===== config.mk =====
export PLATFORM = sky130hd
export DESIGN_NAME = wb_stage_p
export DESIGN_NICKNAME = d
export VERILOG_FILES = /design/src/rtl/wb_stage_p.sv
export SDC_FILE = /design/constraint.sdc
export NUM_CORES = 1
export LEC_CHECK = 0
export CORE_UTILIZATION = 47
export CTS_BUF_LIST = sky130_fd_sc_hd__clkbuf_4 sky130_fd_sc_hd__clkbuf_8
export DETAILED_ROUTE_END_ITERATION = 6
export PLACE_DENSITY_LB_ADDON = 0.25
export SYNTH_ARGS = -nofsm -noshare
export SYNTH_HDL_FRONTEND = slang
export SYNTH_SLANG_ARGS = --single-unit

===== constraint.sdc =====
create_clock -name clk -period 4.1 [get_ports clk]
set_input_delay 0.82 -clock clk [delete_from_list [all_inputs] [get_ports clk]]
set_output_delay 0.82 -clock clk [all_outputs]
set_load 0.1 [all_outputs]

===== src/rtl/wb_stage_p.sv =====
// MIPS write-back stage with a MEM/WB pipeline register: result/destination muxing,
// sub-word load extraction, stall/flush control and a retired-instruction counter.
module wb_stage_p #(
    parameter int DATA_W   = 32,
    parameter int REG_AW   = 5,
    parameter int LINK_REG = 31,
    parameter int CNT_W    = 32
) (
    input  logic              clk,
    input  logic              rst,
    input  logic              stall,
    input  logic              flush,
    input  logic              in_valid,
    input  logic [DATA_W-1:0] in_alu,
    input  logic [DATA_W-1:0] in_mem,
    input  logic [DATA_W-1:0] in_pc4,
    input  logic [REG_AW-1:0] in_rd,
    input  logic [REG_AW-1:0] in_rt,
    input  logic [1:0]        in_wb_sel,
    input  logic [1:0]        in_dst_sel,
    input  logic              in_reg_write,
    input  logic [1:0]        in_ld_size,
    input  logic              in_ld_unsigned,
    input  logic [1:0]        in_byte_off,
    output logic              wb_valid,
    output logic              wb_we,
    output logic [REG_AW-1:0] wb_addr,
    output logic [DATA_W-1:0] wb_data,
    output logic              wb_misalign,
    output logic [CNT_W-1:0]  retired
);

    localparam logic [REG_AW-1:0] LINK_ADDR = REG_AW'(LINK_REG);

    logic [31:0]       mem_w;
    logic              is_load;
    logic              is_word;
    logic              ld_misalign;
    logic [1:0]        eff_off;
    logic [15:0]       lane16;
    logic [7:0]        lane8;
    logic              sign16;
    logic              sign8;
    logic [DATA_W-1:0] load_val;
    logic [DATA_W-1:0] next_data;
    logic [REG_AW-1:0] next_addr;
    logic              next_we;
    logic              next_misalign;

    assign mem_w   = in_mem[31:0];
    assign is_load = (in_wb_sel == 2'b01);
    // The reserved load size behaves exactly like a word load, alignment included.
    assign is_word = (in_ld_size == 2'b00) || (in_ld_size == 2'b11);

    assign ld_misalign = is_load &&
                         (((in_ld_size == 2'b01) && in_byte_off[0]) ||
                          (is_word && (in_byte_off != 2'b00)));
    assign eff_off     = ld_misalign ? 2'b00 : in_byte_off;

    always_comb begin
        lane16   = mem_w[15:0];
        lane8    = mem_w[7:0];
        load_val = in_mem;
        if (eff_off[1]) begin
            lane16 = mem_w[31:16];
        end
        case (eff_off)
            2'b01:   lane8 = mem_w[15:8];
            2'b10:   lane8 = mem_w[23:16];
            2'b11:   lane8 = mem_w[31:24];
            default: lane8 = mem_w[7:0];
        endcase
        sign16 = lane16[15] & ~in_ld_unsigned;
        sign8  = lane8[7] & ~in_ld_unsigned;
        case (in_ld_size)
            2'b01:   load_val = {{(DATA_W-16){sign16}}, lane16};
            2'b10:   load_val = {{(DATA_W-8){sign8}}, lane8};
            default: load_val = in_mem;
        endcase
    end

    always_comb begin
        next_data = '0;
        next_addr = '0;
        case (in_wb_sel)
            2'b00:   next_data = in_alu;
            2'b01:   next_data = load_val;
            2'b10:   next_data = in_pc4;
            default: next_data = '0;
        endcase
        case (in_dst_sel)
            2'b00:   next_addr = in_rd;
            2'b01:   next_addr = in_rt;
            2'b10:   next_addr = LINK_ADDR;
            default: next_addr = '0;
        endcase
    end

    assign next_misalign = in_valid & ld_misalign;
    assign next_we       = in_valid & in_reg_write & (in_dst_sel != 2'b11) &
                           (next_addr != '0) & ~ld_misalign;

    // A stalled instruction has already retired once, so only its address/data are held.
    always_ff @(posedge clk) begin
        if (rst) begin
            wb_valid    <= 1'b0;
            wb_we       <= 1'b0;
            wb_misalign <= 1'b0;
            wb_addr     <= '0;
            wb_data     <= '0;
            retired     <= '0;
        end else begin
            if (wb_valid) begin
                retired <= retired + {{(CNT_W-1){1'b0}}, 1'b1};
            end
            if (flush) begin
                wb_valid    <= 1'b0;
                wb_we       <= 1'b0;
                wb_misalign <= 1'b0;
                wb_addr     <= '0;
                wb_data     <= '0;
            end else if (stall) begin
                wb_valid    <= 1'b0;
                wb_we       <= 1'b0;
                wb_misalign <= 1'b0;
            end else begin
                wb_valid    <= in_valid;
                wb_we       <= next_we;
                wb_misalign <= next_misalign;
                wb_addr     <= next_addr;
                wb_data     <= next_data;
            end
        end
    end

endmodule


==> impl_metrics.csv <==
group,metric,value,unit
power_and_ir_drop,power.share.clock,36.9,%
sta,skew,0.007638,ns
logic_synthesis,synth_nets,625,
finish,n_fill_cell,687,
logic_synthesis,synth-async-reset-ratio,0,%
logic_synthesis,synthCells,501,
grt,grt_util_met2,48.10,%
power_and_ir_drop,p_leak,2.329,nW
grt,grt_pass1_vias,4509,
finish,drive_gt1_share,10.57,%
routing,via_count,4599,
placement,hpwl,10250,um
logic_synthesis,synthXorXnorAreaFrac,5.234,%
status,violations,"DRC",
critical_path,critPathTopFamily,"simple AND/OR/NAND/NOR gates",
logic_synthesis,netlist_area,4350,um2
finish,multi_input_comb_area,2728,um2
sta,rsz0062_at_grt,"false",
logic_synthesis,ys_ff_latch,72,
cts,cts_buffer_depth,2,
logic_synthesis,synth_simple_gate_area_share,19.15,%
grt,antenna_found_initial,0,
cts,ctsHoldBuffers,0,
cts,clock_latency,0.35,ns
routing,remaining_drc_errors,11,
floorplan,dieArea,9645,um2
logic_synthesis,synth_edf_count,0,
finish,fin_nets,800,
critical_path,cp.arrival,3.41,ns
finish,area_delta_synth_final,50.30,%
critical_path,path_class,"input pin to flop",
sta,fmax,0.3206,GHz
grt,grt_max_degree,46,
grt,grt_pass1_wl,21700,um
hold_path,hold_path.class,"flop to flop",
critical_path,cp_max_fo,14,
logic_synthesis,synth_area_leaders,"dfxtp_1 (33%), mux2_2 (6.7%), mux2i_1 (5.5%)",
sta,finalHoldViolations,0,
sta,tightest_slew,1.017,ns
floorplan,rows,34,
routing,routed_wirelength,13590,um
logic_synthesis,yosys-top-cells-count,"dfxtp_1 (72), nor2_1 (64), a21oi_1 (44)",
logic_synthesis,synth_compound_area_share,24.53,%
routing,first_pass_iters,7,
floorplan,die_w,98.21,um
cts,clk_pin_slew,0.08,ns
cts,cts_made_buffers,9,
critical_path,cp_cell_sequence,"clkdlybuf4s50_1, nand2b_4, nor2_1, nand2_1, nor2_1, a221o_1",
logic_synthesis,yosysWarningCount,0,
finish,diodes,0,
critical_path,critPathMaxStageDelay,0.79,ns
grt,grtUsageMet3,8.518,%
sta,setup_viol,0,
grt,gr-total-overflow,0,
finish,final_core_util,73.90,%
critical_path,required,4.39,ns
sta,drv_slew,0,
critical_path,crit_path_start_kind,"input pin",
power_and_ir_drop,switching_share,29.31,%
critical_path,crit_buf_inv,1,
grt,grtUsageTotal,27.92,%
power_and_ir_drop,cellPowerDensity,284.4,nW/um2
critical_path,endpoint_kind,"flop",
grt,grt.busiest_layer,"met2",
power_and_ir_drop,combPwrFrac,24.4,%
floorplan,core-area,8848,um2
routing,ant_nets,0,
power_and_ir_drop,power_frac_seq,38.7,%
power_and_ir_drop,ir_drop,0.2427,mV
routing,wire_per_inst,17.22,um
logic_synthesis,yosys-mux-area-fraction,12.91,%
floorplan,start_util,49.17,%
placement,io_buffers,192,
sta,slew_headroom,31.97,%
finish,regArea,1441,um2
routing,drt_iter0_markers,269,
floorplan,dieHeight,98.21,um
logic_synthesis,synth_top_family_by_area,"compound AO/OA/AOI/OAI gates",
cts,clock-sinks,72,
logic_synthesis,yosysTopAreaCellShare,33.13,%
cts,root_buffer,"clkbuf_8",
run,cap_violations,0,
critical_path,path_common_cell,"nor2_1",
power_and_ir_drop,intPower,1.315,mW
cts,cts_resized,0,
routing,vias_per_cell,5.829,
sta,layout_min_cycle_time,3.119,ns
cts,tritoncts,"done",
grt,grt_use_met1,33.69,%
logic_synthesis,synth_top_cell_by_area,"dfxtp_1",
logic_synthesis,synth_cell_types,53,
status,status,"complete, but fails checks",
logic_synthesis,syn-mean-instance-area,8.683,um2
logic_synthesis,synth_seq_area_share,33.13,%
cts,post_cts_buffers,0,
sta,fin_tns_setup,0,ns
logic_synthesis,synth-main-ff-cell,"dfxtp_1",
placement,gp_congestion,0.9324,
logic_synthesis,yosysMostFrequentCell,"dfxtp_1",
critical_path,slowest_stage,"clkdlybuf4s50_1",
cts,htreeDepth,3,
logic_synthesis,synth-adder-area-share,0.8628,%
sta,post-route-period-util,76.08,%
power_and_ir_drop,p_sw,0.5450,mW
floorplan,ioPinCount,193,
[cell families (layout without fill, tap and decap cells)]
group / after synthesis / after routing
mux: 52 / 52
buf+inv: 42 / 222
fa+ha+maj: 3 / 3
simple gates: 163 / 163
flops: 72 / 72
compound gates: 143 / 143
xor+xnor: 26 / 26
[power groups by stage]
stage / logic (mW) / registers [mW] / clock network, mW
6_report: 0.454 / 0.719 / 0.686
3_5_place_dp: 0.450 / 0.735 / 0
4_1_cts: 0.452 / 0.719 / 0.696
3_3_place_gp: 0.441 / 0.735 / 0
2_1_floorplan: 0.180 / 0.819 / 0
5_1_grt: 0.481 / 0.720 / 0.719
[final cells by class]
class / count / area share, %
Multi-Input combinational cell: 387 / 41.71
Clock buffer: 9 / 1.894
Timing Repair Buffer: 199 / 30.04
Sequential cell: 72 / 22.04
Inverter: 7 / 0.4018
Clock inverter: 7 / 1.837
Tap cell: 108 / 2.067
[per-stage QoR]
stage          power (mW)  area (um2)  instances  hold WS (ns)  setup slack (ns)
2_1_floorplan      0.9987        4350        501        0.9273             1.406
3_3_place_gp        1.176        6295        773        0.4788            0.8022
3_5_place_dp        1.185        6295        773        0.4958            0.6707
4_1_cts             1.867        6539        789        0.5091             1.041
5_1_grt             1.921        6539        789        0.5524            0.7632
6_report            1.860        6539        789        0.5029            0.9809
[state kept, by name, indices dropped and copies added, names as in the netlist]
name and count:
retired 32, wb_addr 5, wb_data 32, wb_misalign 1, wb_valid 1, wb_we 1
[placed cells by master (no fill, tap or decap), types with 7 or more instances in the layout]
master	n
mux2i_1	24
xnor2_1	12
nor2b_1	8
o32ai_2	10
o221ai_1	15
mux2_2	26
a22oi_1	26
nand3_1	14
xor2_1	14
clkbuf_8	9
nor2_1	64
nand2_1	35
a21oi_1	44
buf_4	7
clkdlybuf4s50_1	190
and4_1	7
dfxtp_1	72
a211oi_1	12
o21ai_0	14
[per-layer routing]
metal	part of all wire [%]	wire, um
met1	41	5580
met2	48	6524
met3	9.3	1265
met4	1.6	219
met5	0	0
[tightest hold or removal path, cell delays in order (launching register included)]
cell	delay (ns)
dfxtp_1	0.32
nor2_1	0.09
a211oi_1	0.05
[path summary, 6_finish.rpt]
check / startpoint / endpoint / slack [ns] / depth (start not counted)
worst max-delay path: in_wb_sel[0] / wb_data[31]$_SDFFE_PP0N_ / 0.98 / 6
worst min-delay path: wb_addr[3]$_SDFFE_PP0N_ / wb_addr[3]$_SDFFE_PP0N_ / 0.50 / 2
worst max register to register: retired[7]$_SDFFE_PP0P_ / retired[27]$_SDFFE_PP0P_ / 2.05 / 5
worst min register to register: wb_addr[3]$_SDFFE_PP0N_ / wb_addr[3]$_SDFFE_PP0N_ / 0.50 / 2
(Power assumes the default switching activity.)
==> RTL edit, RTL diff (same settings) <==
Put one more register stage on the output `retired`, with the module's reset. The value now appears one clock later. The other outputs are not delayed to match.
--- a/src/rtl/wb_stage_p.sv
+++ b/src/rtl/wb_stage_p.sv
@@ -31,6 +31,8 @@
 );
 
     localparam logic [REG_AW-1:0] LINK_ADDR = REG_AW'(LINK_REG);
+
+    logic [CNT_W-1:0] retired_s0;
 
     logic [31:0]       mem_w;
     logic              is_load;
@@ -108,10 +110,10 @@
             wb_misalign <= 1'b0;
             wb_addr     <= '0;
             wb_data     <= '0;
-            retired     <= '0;
+            retired_s0  <= '0;
         end else begin
             if (wb_valid) begin
-                retired <= retired + {{(CNT_W-1){1'b0}}, 1'b1};
+                retired_s0 <= retired_s0 + {{(CNT_W-1){1'b0}}, 1'b1};
             end
             if (flush) begin
                 wb_valid    <= 1'b0;
@@ -133,5 +135,13 @@
         end
     end
 
+    always_ff @(posedge clk) begin
+        if (rst) begin
+            retired <= '0;
+        end else begin
+            retired <= retired_s0;
+        end
+    end
+
 endmodule
 
Formal check against the unedited RTL: not equivalent (a bounded check fails within 4 cycles, from zero or initial values and one cycle with rst high).
==> RTL edit against the unedited design <==
Routed wire length grew 30%. Total power up 18%. Highest routed layer unchanged. Final area up 20%. Area after synthesis is 33% higher. Critical endpoint is now wb_data[23]$_SDFFE_PP0N_. Maximum frequency rose by 1.8%. Setup slack improved by 0.056 ns. Sequential cell count increased by 32. Global-route usage shrank 0.47 points.
==> RTL edit: results (changes against the unedited design) <==
** Global routing
- The global-route wire length before repair came to 27700 um (was 21700 um).
- Number of global-route vias before repair :: 5648 (was 4509)
- GRT Overall Usage :: 27.4% (was 27.9%)

** Pwr
- IR Drop Worst-Case VDD :: 0.139 mV (was 0.243 mV)
- Net Switching :: 0.670 mW (was 0.545 mW)

** Route
- The total routed wirelength is 17600 um (was 13600 um).
- First-pass detailed-route iteration total :: 5 (was 7)

** Final layout
- Largest registers ranked by flip-flop count :: retired x32, retired_s0 x32, wb_data x32 (was retired x32, wb_data x32, wb_addr x5)
- Fraction of layout cells with a size suffix above 1 :: 9.04% (was 10.6%)
- The final layout net count is 961 (was 800).

** Setup path
- The length in cells of the worst reg-to-reg path was 4 (was 5).
- The cell with the largest stage delay on the worst path is sky130_fd_sc_hd__a211oi_4 (was sky130_fd_sc_hd__clkdlybuf4s50_1).
- Slack of the worst reg-to-reg path :: 2.03 ns (was 2.05 ns)
- The endpoint of the lowest-slack register-to-register path is retired_s0[26]$_SDFFE_PP0P_ (was retired[27]$_SDFFE_PP0P_).
- The stage delay of the slowest cell on the critical path was 0.76 ns (was 0.79 ns).
- Data arrival, critical path :: 3.37 ns (was 3.41 ns)

** Logic synthesis
- The synthesized-area fraction occupied by adder cells came to 0.650% (was 0.863%).
- The compound-cell area share of the yosys netlist is 23.3% (was 24.5%).
- Number of nets produced by synthesis :: 802 (was 625)
- Multiplexer share of the synthesized area :: 9.19% (was 12.9%)
- The xor/xnor cell area share of the yosys netlist came to 1.67% (was 5.23%).
- Sequential fraction of the synthesis area :: 36.0% (was 33.1%)
- List of most frequent post-synthesis cells: 104 x sky130_fd_sc_hd__dfxtp_1, 66 x sky130_fd_sc_hd__nand2_1, 49 x sky130_fd_sc_hd__nor2_1, 44 x sky130_fd_sc_hd__a21oi_1, 37 x sky130_fd_sc_hd__o21ai_0 (was 72 x sky130_fd_sc_hd__dfxtp_1, 64 x sky130_fd_sc_hd__nor2_1, 44 x sky130_fd_sc_hd__a21oi_1, 35 x sky130_fd_sc_hd__nand2_1).
- Number of distinct library cells after synthesis :: 58 (was 53)

** Timing
- The worst hold margin came to 0.486 ns (was 0.503 ns).
- The final setup skew came to 0.00900 ns (was 0.00764 ns).

** Min path
- The critical hold path startpoint was retired_s0[31]$_SDFFE_PP0P_ (was wb_addr[3]$_SDFFE_PP0N_).

** Run status
- Status :: completed (was finished with violations)

** Clock network
- The clock insertion delay at the later pin of the skew report came to 0.37 ns (was 0.35 ns).

** Place
- The HPWL after detailed placement came to 13100 um (was 10200 um).
## RTL edit: changes by cell type after synthesis, sizes merged, moves of 11 or more
| cell | change |
|---|---|
| inv | +14 |
| nor2 | -16 |
| buf | +22 |
| dfxtp | +32 |
| o32ai | -13 |
| a221oi | +15 |
| nor2b | +27 |
| nor4b | +11 |
| o21ai | +24 |
| a22oi | -19 |
| nor3 | +13 |
| nand2 | +31 |
## RTL edit: cell families after synthesis
kind of cell,count (synthesis)
AO/OA/AOI/OAI,190
XOR/XNOR,11
multiplexers,50
adder cells (fa/ha/maj),3
flip-flops,104
AND/OR/NAND/NOR,244
buffers and inverters,76
## RTL edit: per-stage QoR
| step | cell area (um^2) | setup slack (ns) | power, mW | cells | utilization (%) |
|---|---|---|---|---|---|
| after floorplan | 5780 | 1.73 | 1.36 | 678 | - |
| after global placement | 7650 | 0.780 | 1.55 | 973 | 63.7 |
| after detailed placement | 7650 | 0.684 | 1.56 | 973 | 63.7 |
| after CTS | 7840 | 1.07 | 2.20 | 988 | 65.3 |
| after global routing | 7840 | 0.895 | 2.28 | 988 | 65.3 |
| final | 7840 | 1.04 | 2.20 | 988 | 65.3 |
## RTL edit: power by group through the flow
stage          combinational, mW  clock [mW]  sequential (mW)
2_1_floorplan              0.231           0             1.13
3_3_place_gp               0.498           0             1.05
3_5_place_dp               0.506           0             1.05
4_1_cts                    0.508       0.660             1.03
5_1_grt                    0.545       0.702             1.03
6_report                   0.514       0.653             1.03
## RTL edit: routing by layer
layer  part of all wire, %  global-route usage [%]
met1                    41                    33.4
met2                    47                    46.2
met3                   9.0                    6.80
met4                   2.8                    11.8
met5                     0                       0
## RTL edit: worst max-delay path by stage
stage	startpoint	slack (ns)	endpoint
global placement	in_ld_size[0]	0.78	wb_data[27]$_SDFFE_PP0N_
floorplan	in_ld_size[0]	1.73	wb_data[20]$_SDFFE_PP0N_
finish	in_ld_size[0]	1.04	wb_data[23]$_SDFFE_PP0N_
global route	in_ld_size[0]	0.90	wb_data[29]$_SDFFE_PP0N_
detailed placement	in_ld_size[0]	0.68	wb_data[23]$_SDFFE_PP0N_
CTS	in_ld_size[0]	1.07	wb_data[23]$_SDFFE_PP0N_
## RTL edit: final cells by class
cell class,count,area [um^2]
well taps,147,184
repair buffers,204,2000
inverters,20,75.1
clock inverters,5,63.8
flip-flops and latches,104,2080
multi-input cells,498,3300
clock buffers,10,131
fillers,1021,4170
